File: config.mk
export PLATFORM = sky130hd
export DESIGN_NAME = rr_mux2_arbiter
export DESIGN_NICKNAME = d
export VERILOG_FILES = /design/src/rtl/rr_mux2_arbiter_pkg.sv /design/src/rtl/rr_mux2_arbiter_mux.sv /design/src/rtl/rr_mux2_arbiter.sv
export SDC_FILE = /design/constraint.sdc
export NUM_CORES = 1
export LEC_CHECK = 0
export CORE_MARGIN = 2
export CORE_UTILIZATION = 49
export CTS_BUF_LIST = sky130_fd_sc_hd__clkbuf_2 sky130_fd_sc_hd__clkbuf_4 sky130_fd_sc_hd__clkbuf_8
export CTS_CLUSTER_DIAMETER = 100
export DETAILED_ROUTE_END_ITERATION = 12
export PLACE_DENSITY_LB_ADDON = 0.08
export RECOVER_POWER = 50
export SYNTH_ARGS = -nofsm -noshare
export SYNTH_HDL_FRONTEND = slang
export SYNTH_HIERARCHICAL = 1
export SYNTH_SLANG_ARGS = --single-unit
File: constraint.sdc
create_clock -name clk_i -period 3 [get_ports clk_i]
set_input_delay 0.3 -clock clk_i [delete_from_list [all_inputs] [get_ports clk_i]]
set_output_delay 0.3 -clock clk_i [all_outputs]
set_load 0.005 [all_outputs]
File: src/rtl/rr_mux2_arbiter_pkg.sv
// Shared definitions for the two-requester round-robin packet arbiter:
// FSM state encoding and mux select encoding.
package rr_mux2_arbiter_pkg;

   typedef enum logic [1:0] {
      ST_IDLE   = 2'd0,
      ST_GRANT1 = 2'd1,
      ST_GRANT0 = 2'd2
   } arb_state_e;

   // Mux select values: 0 steers requester 1, 1 steers requester 0.
   localparam logic SEL_REQ1 = 1'b0;
   localparam logic SEL_REQ0 = 1'b1;

   function automatic logic sel_for_state(input arb_state_e st, input logic sel_hold);
      logic sel;
      sel = sel_hold;
      if (st == ST_GRANT1) sel = SEL_REQ1;
      else if (st == ST_GRANT0) sel = SEL_REQ0;
      return sel;
   endfunction

endpackage

File: src/rtl/rr_mux2_arbiter_mux.sv
// Single-bit 2:1 mux cell; s_i=0 passes i1_i (requester 1), s_i=1 passes i0_i.
module mux_2to1 (
   input  logic i1_i,
   input  logic i0_i,
   input  logic s_i,
   output logic y_o
);

   assign y_o = s_i ? i0_i : i1_i;

endmodule

File: src/rtl/rr_mux2_arbiter.sv
// Round-robin, packet-aware arbiter sharing one registered valid/ready output
// between two requesters, with per-requester packet counters.
module rr_mux2_arbiter
   import rr_mux2_arbiter_pkg::*;
#(
   parameter int DATA_W = 8,
   parameter int CNT_W  = 16
) (
   input  logic              clk_i,
   input  logic              rst_i,
   input  logic              req1_valid_i,
   input  logic [DATA_W-1:0] req1_data_i,
   input  logic              req1_last_i,
   output logic              req1_ready_o,
   input  logic              req0_valid_i,
   input  logic [DATA_W-1:0] req0_data_i,
   input  logic              req0_last_i,
   output logic              req0_ready_o,
   output logic              out_valid_o,
   output logic [DATA_W-1:0] out_data_o,
   output logic              out_last_o,
   input  logic              out_ready_i,
   output logic              sel_o,
   output logic              busy_o,
   output logic [CNT_W-1:0]  pkt_cnt1_o,
   output logic [CNT_W-1:0]  pkt_cnt0_o
);

   arb_state_e        state_q, state_d;
   logic              sel_q, sel_d;
   logic              last_served_q, last_served_d;
   logic              out_valid_q;
   logic [DATA_W-1:0] out_data_q;
   logic              out_last_q;
   logic [CNT_W-1:0]  cnt1_q, cnt0_q;

   logic              load;
   logic              grant_valid;
   logic              inc1, inc0;
   logic [DATA_W:0]   req1_bus, req0_bus, mux_y;

   // Last flag rides as the top bit so one mux bank steers the whole beat.
   assign req1_bus = {req1_last_i, req1_data_i};
   assign req0_bus = {req0_last_i, req0_data_i};

   generate
      for (genvar gi = 0; gi <= DATA_W; gi++) begin : g_mux
         mux_2to1 u_mux (
            .i1_i (req1_bus[gi]),
            .i0_i (req0_bus[gi]),
            .s_i  (sel_q),
            .y_o  (mux_y[gi])
         );
      end
   endgenerate

   assign load = ~out_valid_q | out_ready_i;

   always_comb begin
      state_d       = state_q;
      last_served_d = last_served_q;
      req1_ready_o  = 1'b0;
      req0_ready_o  = 1'b0;
      grant_valid   = 1'b0;
      inc1          = 1'b0;
      inc0          = 1'b0;
      case (state_q)
         ST_IDLE: begin
            if (req1_valid_i && req0_valid_i)
               state_d = (last_served_q == SEL_REQ0) ? ST_GRANT1 : ST_GRANT0;
            else if (req1_valid_i)
               state_d = ST_GRANT1;
            else if (req0_valid_i)
               state_d = ST_GRANT0;
         end
         ST_GRANT1: begin
            req1_ready_o = load;
            grant_valid  = req1_valid_i;
            if (req1_valid_i && load && req1_last_i) begin
               inc1          = 1'b1;
               last_served_d = SEL_REQ1;
               state_d       = req0_valid_i ? ST_GRANT0 : ST_IDLE;
            end
         end
         ST_GRANT0: begin
            req0_ready_o = load;
            grant_valid  = req0_valid_i;
            if (req0_valid_i && load && req0_last_i) begin
               inc0          = 1'b1;
               last_served_d = SEL_REQ0;
               state_d       = req1_valid_i ? ST_GRANT1 : ST_IDLE;
            end
         end
         default: state_d = ST_IDLE;
      endcase
      // Select is registered alongside the state so it is already correct
      // on the first cycle of a grant; it holds its value through IDLE.
      sel_d = sel_for_state(state_d, sel_q);
   end

   always_ff @(posedge clk_i) begin
      if (rst_i) begin
         state_q       <= ST_IDLE;
         sel_q         <= SEL_REQ0;
         last_served_q <= SEL_REQ0;
         out_valid_q   <= 1'b0;
         out_data_q    <= '0;
         out_last_q    <= 1'b0;
         cnt1_q        <= '0;
         cnt0_q        <= '0;
      end else begin
         state_q       <= state_d;
         sel_q         <= sel_d;
         last_served_q <= last_served_d;
         if (load) begin
            out_valid_q <= grant_valid;
            out_data_q  <= mux_y[DATA_W-1:0];
            out_last_q  <= mux_y[DATA_W];
         end
         if (inc1) cnt1_q <= cnt1_q + CNT_W'(1);
         if (inc0) cnt0_q <= cnt0_q + CNT_W'(1);
      end
   end

   assign out_valid_o = out_valid_q;
   assign out_data_o  = out_data_q;
   assign out_last_o  = out_last_q;
   assign sel_o       = sel_q;
   assign busy_o      = (state_q != ST_IDLE);
   assign pkt_cnt1_o  = cnt1_q;
   assign pkt_cnt0_o  = cnt0_q;

endmodule
==> run summary, run 1 <==
PortBufs: 68
Post-synthesis adder-cell area fraction: 3.743%
Post-synth EDFFs: 0
Die extent in x: 73.10 um
Tmin final: 2.462 ns
Postcts setup bufs: 0
Global-route wire length before repair: 8.638 mm
Largest net degree at the start of global routing: 53
Final slew viol count: 0
Largest area contributor in the netlist: dfxtp_1
CTS tree: built
Area of the multi-input gates: 0.001314 sq mm
Initial core utilization: 50.20%
Clock-pin slew on the worst setup and hold paths: 0.09 ns
Most frequent cells after synthesis: dfxtp_1, nand2_1, a21oi_1, nor2_1
Psw: 327.3 uW
Vias in the first global route: 1904
Seq/Total Area, Yosys: 39.36%
Area growth syn-to-layout: 33.85%
Worst setup margin: 0.5376 ns
Ys async rst share: 0%
Seq pwr share: 49.5%
Synth Area in Compound Gates: 12.46%
Power density cells: 426.3 mW/mm^2
CORE AREA: 0.004661 sq mm
Hold Path Class: register to register
Pre-antenna DRT Iters: 4
Cts bufs inserted: 5
Reg2reg end: sel_o
RSZ-0062 raised after global routing: false
Register area: 920.9 sq um
Longest Clk Path Bufs: 2
Via Count: 2157
Final setup fails: 0
Nets: 362
Depth of the most critical reg-to-reg path: 9
Worst Setup End Kind: output port
Top cells by area, synth: dfxtp_1, mux2_4, a21oi_1
Global placement routability congestion: 0.9301
Final instance area: 0.003132 sq mm
Fillers: 414
Syn. warnings: 6
Critical path class: primary input to output port
Final HPWL DP: 3.769 mm
Die ar.: 0.005344 sq mm
Min-delay src: out_data_o[7]
Residual DRC: 0
Placed Area: 0.003063 sq mm
Final core occ: 67.19%
Top FF cell, synth: dfxtp_1
Mux cell area share after synthesis: 9.412%
Comb power frac: 16.9%
Worst-path fanout max: 12
Reg-to-reg startpoint: state_q[1]
P_leak: 1.260 nW
Setup TNS: 0 ns
Startpoint types: primary input
Layout cells sized above 1: 6.006%
Initial antenna violation count: 0
Total of max-cap violations: 0
Top cell type's share of synthesized area: 39.36%
Met2 Wirelength: 2.401 mm
Maximum VDD drop: 0.0003083 V
Cells after Synth: 264
Met1 Wirelength: 2.366 mm
Clock power share: 33.6%
Post-route ant nets: 0
Synth Area in XOR/XNOR: 4.492%
Most common cell in the synthesized netlist: dfxtp_1
Synthesized flop and latch total: 46
Period utilization: 82.08%
F_max: 406.1 MHz
Total Wirelength: 5.215 mm
Largest family of logic cells by synthesized area: simple AND/OR/NAND/NOR gates
Worst skew pair latency: 0.30 ns
Gates resized, CTS repair: 0
Worst Hold Margin: 0.4533 ns
Top Metal Used: met4
Hold Path Sink: out_data_o[7]
# diodes: 0
Clock sink total: 46
Mean Syn Cell Area: 8.863 sq um
Avg WL per Cell: 13.48 um
Netlist cell types: 42
Sw frac: 24.52%
Worst R2R Setup Slack: 0.61 ns
GR Util All Layers: 20.39%
Status: finished clean
Mapped Area: 0.002340 sq mm
Met3 WL: 371 um
CP Data Arrival Time: 2.16 ns
Post-Synth Simple-Gate Area: 27.75%
Hold Vio Cnt, Final: 0
Die H: 73.10 um
Inst Count DP: 379
Power Total: 1.335 mW
Worst-Margin Slew: 0.8880 ns
Starting DRC count in detailed routing: 71
Total grt overflow: 0
Row cnt: 25
IO Pins: 69
Slew headroom: 40.80%
Vias/cell: 5.574
Post-synth net total: 294
Hold Crit Depth: 2
Cell-internal power: 1.008 mW
H-tree Lvls: 2
Required @ worst endpoint: 2.70 ns
Final Skew: 0.008886 ns
# hold bufs at CTS: 0
Root Driver: clkbuf_8
Dpl ws: 0.5137 ns
Finished Layout Cells: 387
[power groups by stage]
stage	combinational (mW)	clock (mW)	sequential [mW]
CTS	0.247	0.463	0.665
detailed placement	0.246	0	0.680
finish	0.225	0.449	0.661
global route	0.251	0.490	0.667
global placement	0.241	0	0.680
floorplan	0.140	0	0.675
[cells in the final DEF, fill, tap and decap left out, types with 6 or more instances in the layout]
master / Yosys / routed
nand4_1: 13 / 14
dfxtp_1: 46 / 46
o21ai_0: 13 / 13
or3_1: 10 / 10
ha_1: 7 / 7
nand2_1: 27 / 27
dlygate4sd3_1: 0 / 30
nor2_1: 26 / 26
nand3_1: 6 / 6
a21oi_1: 26 / 26
and3_1: 6 / 6
inv_1: 7 / 8
clkdlybuf4s50_1: 0 / 37
mux2_1: 4 / 10
xor2_1: 8 / 8
[worst max path at each step]
stage / from / endpoint
2_1_floorplan: state_q[0] / sel_o
3_3_place_gp: req1_valid_i / sel_o
3_5_place_dp: req1_valid_i / sel_o
4_1_cts: state_q[1] / sel_o
5_1_grt: state_q[1] / sel_o
6_report: out_ready_i / req0_ready_o
[kinds of logic (layout without fill, tap and decap cells)]
group,Yosys count,after routing
AND/OR/NAND/NOR,114,114
buffers and inverters,17,86
adder cells (fa/ha/maj),7,7
AO/OA/AOI/OAI,51,51
flip-flops,46,46
XOR/XNOR,12,12
multiplexers,17,17
[critical path, cell delays in order]
cell	delay [ns]
dlygate4sd3_1	0.54
nand2b_1	0.38
buf_4	0.29
and2_1	0.15
clkdlybuf4s50_1	0.49
[sequential cells by signal, summed over array words and instances (netlist names)]
signal and flops:
out_last_o 1, out_valid_o 1, out_data_o 8, sel_o 1, pkt_cnt1_o 16, state_q 2
last_served_q 1, pkt_cnt0_o 16
[area by class of cell]
type	count	share of cell area [%]
multi-input cells	201	41.95
well taps	54	2.157
inverters	8	0.9589
clock buffers	5	2.197
flip-flops and latches	46	29.40
clock inverters	3	1.278
repair buffers	70	22.05
[metal layers]
| layer | vias up | global-route usage [%] |
|---|---|---|
| li1 | 1085 | - |
| met1 | 1000 | 25.49 |
| met2 | 64 | 34.23 |
| met3 | 8 | 5.387 |
| met4 | 0 | 6.173 |
| met5 | - | 0 |
No activity file was read; power rests on OpenSTA's default activity.
==> run 2: changes to the inputs <==
--- a/config.mk
+++ b/config.mk
@@ -6,7 +6,7 @@
 export NUM_CORES = 1
 export LEC_CHECK = 0
 export CORE_MARGIN = 2
-export CORE_UTILIZATION = 49
+export CORE_UTILIZATION = 44
 export CTS_BUF_LIST = sky130_fd_sc_hd__clkbuf_2 sky130_fd_sc_hd__clkbuf_4 sky130_fd_sc_hd__clkbuf_8
 export CTS_CLUSTER_DIAMETER = 100
 export DETAILED_ROUTE_END_ITERATION = 12
==> constraint.sdc (replaced) <==
create_clock -name clk_i -period 2.05 [get_ports clk_i]
set_input_delay 0.205 -clock clk_i [delete_from_list [all_inputs] [get_ports clk_i]]
set_output_delay 0.205 -clock clk_i [all_outputs]
set_load 0.005 [all_outputs]
==> run 2 against run 1 <==
Hold slack got worse by 0.11 ns. Clock power increased by 52%. Largest cell class unchanged. Final cell count increased by 8.5%. Register-to-register slack got worse by 0.46 ns. Critical endpoint unchanged. Critical path depth unchanged. Highest routed layer unchanged.
==> run summary, run 2 (synthesized netlist as in run 1, its figures left out) <==
Layout cells sized above 1: 13.71% (was 6.006%)
Final setup fails: 0 (unchanged)
Final slew viol count: 0 (unchanged)
Hold Vio Cnt, Final: 0 (unchanged)
Finished Layout Cells: 420 (was 387)
Reg-to-reg startpoint: state_q[1] (unchanged)
CP Data Arrival Time: 1.71 ns (was 2.16 ns)
Most frequent cells in the layout: clkdlybuf4s50_1, dfxtp_1, nand2_1, nor2_1, a21oi_1 (was dfxtp_1, clkdlybuf4s50_1, dlygate4sd3_1, nand2_1)
Vias in the first global route: 1947 (was 1904)
Global-route wire length before repair: 9.190 mm (was 8.638 mm)
Register area: 923.4 sq um (was 920.9 sq um)
Final HPWL DP: 4.028 mm (was 3.769 mm)
Area growth syn-to-layout: 43.10% (was 33.85%)
Worst R2R Setup Slack: 0.15 ns (was 0.61 ns)
Pre-antenna DRT Iters: 4 (unchanged)
Depth of the most critical reg-to-reg path: 9 (unchanged)
Most common cell after layout, fill and taps aside: clkdlybuf4s50_1 (was dfxtp_1)
Total grt overflow: 0 (unchanged)
Total of max-cap violations: 0 (unchanged)
Longest Clk Path Bufs: 2 (unchanged)
Initial antenna violation count: 0 (unchanged)
Post-route ant nets: 0 (unchanged)
Fillers: 456 (was 414)
Die extent in x: 76.92 um (was 73.10 um)
Die H: 76.92 um (was 73.10 um)
Total Wirelength: 5.411 mm (was 5.215 mm)
GR Util All Layers: 18.99% (was 20.39%)
Maximum VDD drop: 0.0003918 V (was 0.0003083 V)
Die ar.: 0.005917 sq mm (was 0.005344 sq mm)
Postcts setup bufs: 0 (unchanged)
Area of the multi-input gates: 0.001374 sq mm (was 0.001314 sq mm)
Largest net degree at the start of global routing: 27 (was 53)
Required @ worst endpoint: 1.85 ns (was 2.70 ns)
P_leak: 1.335 nW (was 1.260 nW)
Global placement routability congestion: 0.8351 (was 0.9301)
CORE AREA: 0.005107 sq mm (was 0.004661 sq mm)
Final instance area: 0.003348 sq mm (was 0.003132 sq mm)
Startpoint types: primary input (unchanged)
Hold Path Class: primary input to register (was register to register)
Slew headroom: 68.24% (was 40.80%)
Via Count: 2147 (was 2157)
Clock-pin slew on the worst setup and hold paths: 0.08 ns (was 0.09 ns)
Residual DRC: 0 (unchanged)
Worst skew pair latency: 0.30 ns (about the same)
Cts bufs inserted: 5 (unchanged)
Power Total: 2.040 mW (was 1.335 mW)
Power density cells: 609.1 mW/mm^2 (was 426.3 mW/mm^2)
Status: finished clean (unchanged)
Inst Count DP: 413 (was 379)
Initial core utilization: 45.81% (was 50.20%)
Nets: 380 (was 362)
PortBufs: 68 (unchanged)
Final Skew: 0.003822 ns (was 0.008886 ns)
Worst-path fanout max: 16 (was 12)
Avg WL per Cell: 12.88 um (was 13.48 um)
IO Pins: 69 (unchanged)
Period utilization: 93.20%
H-tree Lvls: 2 (unchanged)
Worst-Margin Slew: 0.4764 ns (was 0.8880 ns)
Root Driver: clkbuf_8 (unchanged)
RSZ-0062 raised after global routing: true (was false)
F_max: 523.4 MHz
CTS tree: built (unchanged)
Row cnt: 26 (was 25)
Placed Area: 0.003223 sq mm (was 0.003063 sq mm)
Worst setup path startpoint: out_ready_i (unchanged)
Tmin final: 1.911 ns
Starting DRC count in detailed routing: 79 (was 71)
Critical path class: primary input to output port (unchanged)
Worst Setup End Kind: output port (unchanged)
Reg2reg end: sel_o (unchanged)
# diodes: 0 (unchanged)
Clock sink total: 46 (unchanged)
Crit path to: req0_ready_o (unchanged)
Vias/cell: 5.112 (was 5.574)
==> run 2: cell types whose count changed in the layout (fill, tap and decap cells not counted), moves of 2 or more <==
cell,before,now
clkbuf_1,0,3
clkinv_2,2,0
buf_4,2,16
dfxtp_2,0,2
dfxtp_1,46,44
mux2_4,3,9
mux2_1,10,4
clkdlybuf4s50_1,37,50
dlygate4sd3_1,30,17
==> run 2: how the worst min path moves through the flow <==
stage	cells after the start	to	startpoint
final	2	pkt_cnt0_o[6]	rst_i
after CTS	2	pkt_cnt0_o[6]	rst_i
after detailed placement	2	out_data_o[4]	out_data_o[4]
after global placement	2	out_data_o[5]	out_data_o[5]
after global routing	2	pkt_cnt0_o[6]	rst_i
after floorplan	2	state_q[0]	req1_valid_i
==> run 2: stage by stage <==
| stage | utilization [%] | setup WS [ns] | setup TNS, ns | hold WS, ns |
|---|---|---|---|---|
| 2_1_floorplan | - | 0.05551 | 0 | 0.4079 |
| 3_3_place_gp | 63.11 | -0.05616 | -0.05616 | 0.4371 |
| 3_5_place_dp | 63.11 | -0.08147 | -0.08147 | 0.4442 |
| 4_1_cts | 65.31 | 0.01341 | 0 | 0.3400 |
| 5_1_grt | 65.56 | -0.009719 | -0.009719 | 0.3649 |
| 6_report | 65.56 | 0.1393 | 0 | 0.3455 |
==> run 2: cell type report <==
cell class	count	share of cell area, %
sequential	46	27.58
tap	70	2.616
inverter	8	0.9716
clock buffer	6	2.466
timing repair buffer	88	24.44
clock inverter	1	0.8969
multi-input combinational	201	41.03
==> run 2: worst max-delay path: stages <==
cell	delay [ns]
clkdlybuf4s50_1	0.47
nand2b_2	0.18
buf_6	0.20
and2_1	0.14
clkdlybuf4s50_1	0.51
==> run 2: per-layer routing <==
layer | part of all wire, % | global-route usage, % | up-vias
li1 | - | - | 1116
met2 | 46 | 31.23 | 47
met1 | 48 | 24.58 | 977
met5 | 0 | 0 | -
met4 | 1.1 | 5.455 | 0
met3 | 4.4 | 4.824 | 7
==> run 2: power breakdown <==
part / internal, mW / switching (mW)
sequential: 0.931 / 0.0336
combinational: 0.228 / 0.166
clock: 0.390 / 0.292
total: 1.55 / 0.491
==> run 2: what timing repair did <==
action | 4_1_cts | 5_1_grt
gates resized for setup | 0 | 8
hold buffers | 0 | 0
setup endpoints to repair | 0 | 1
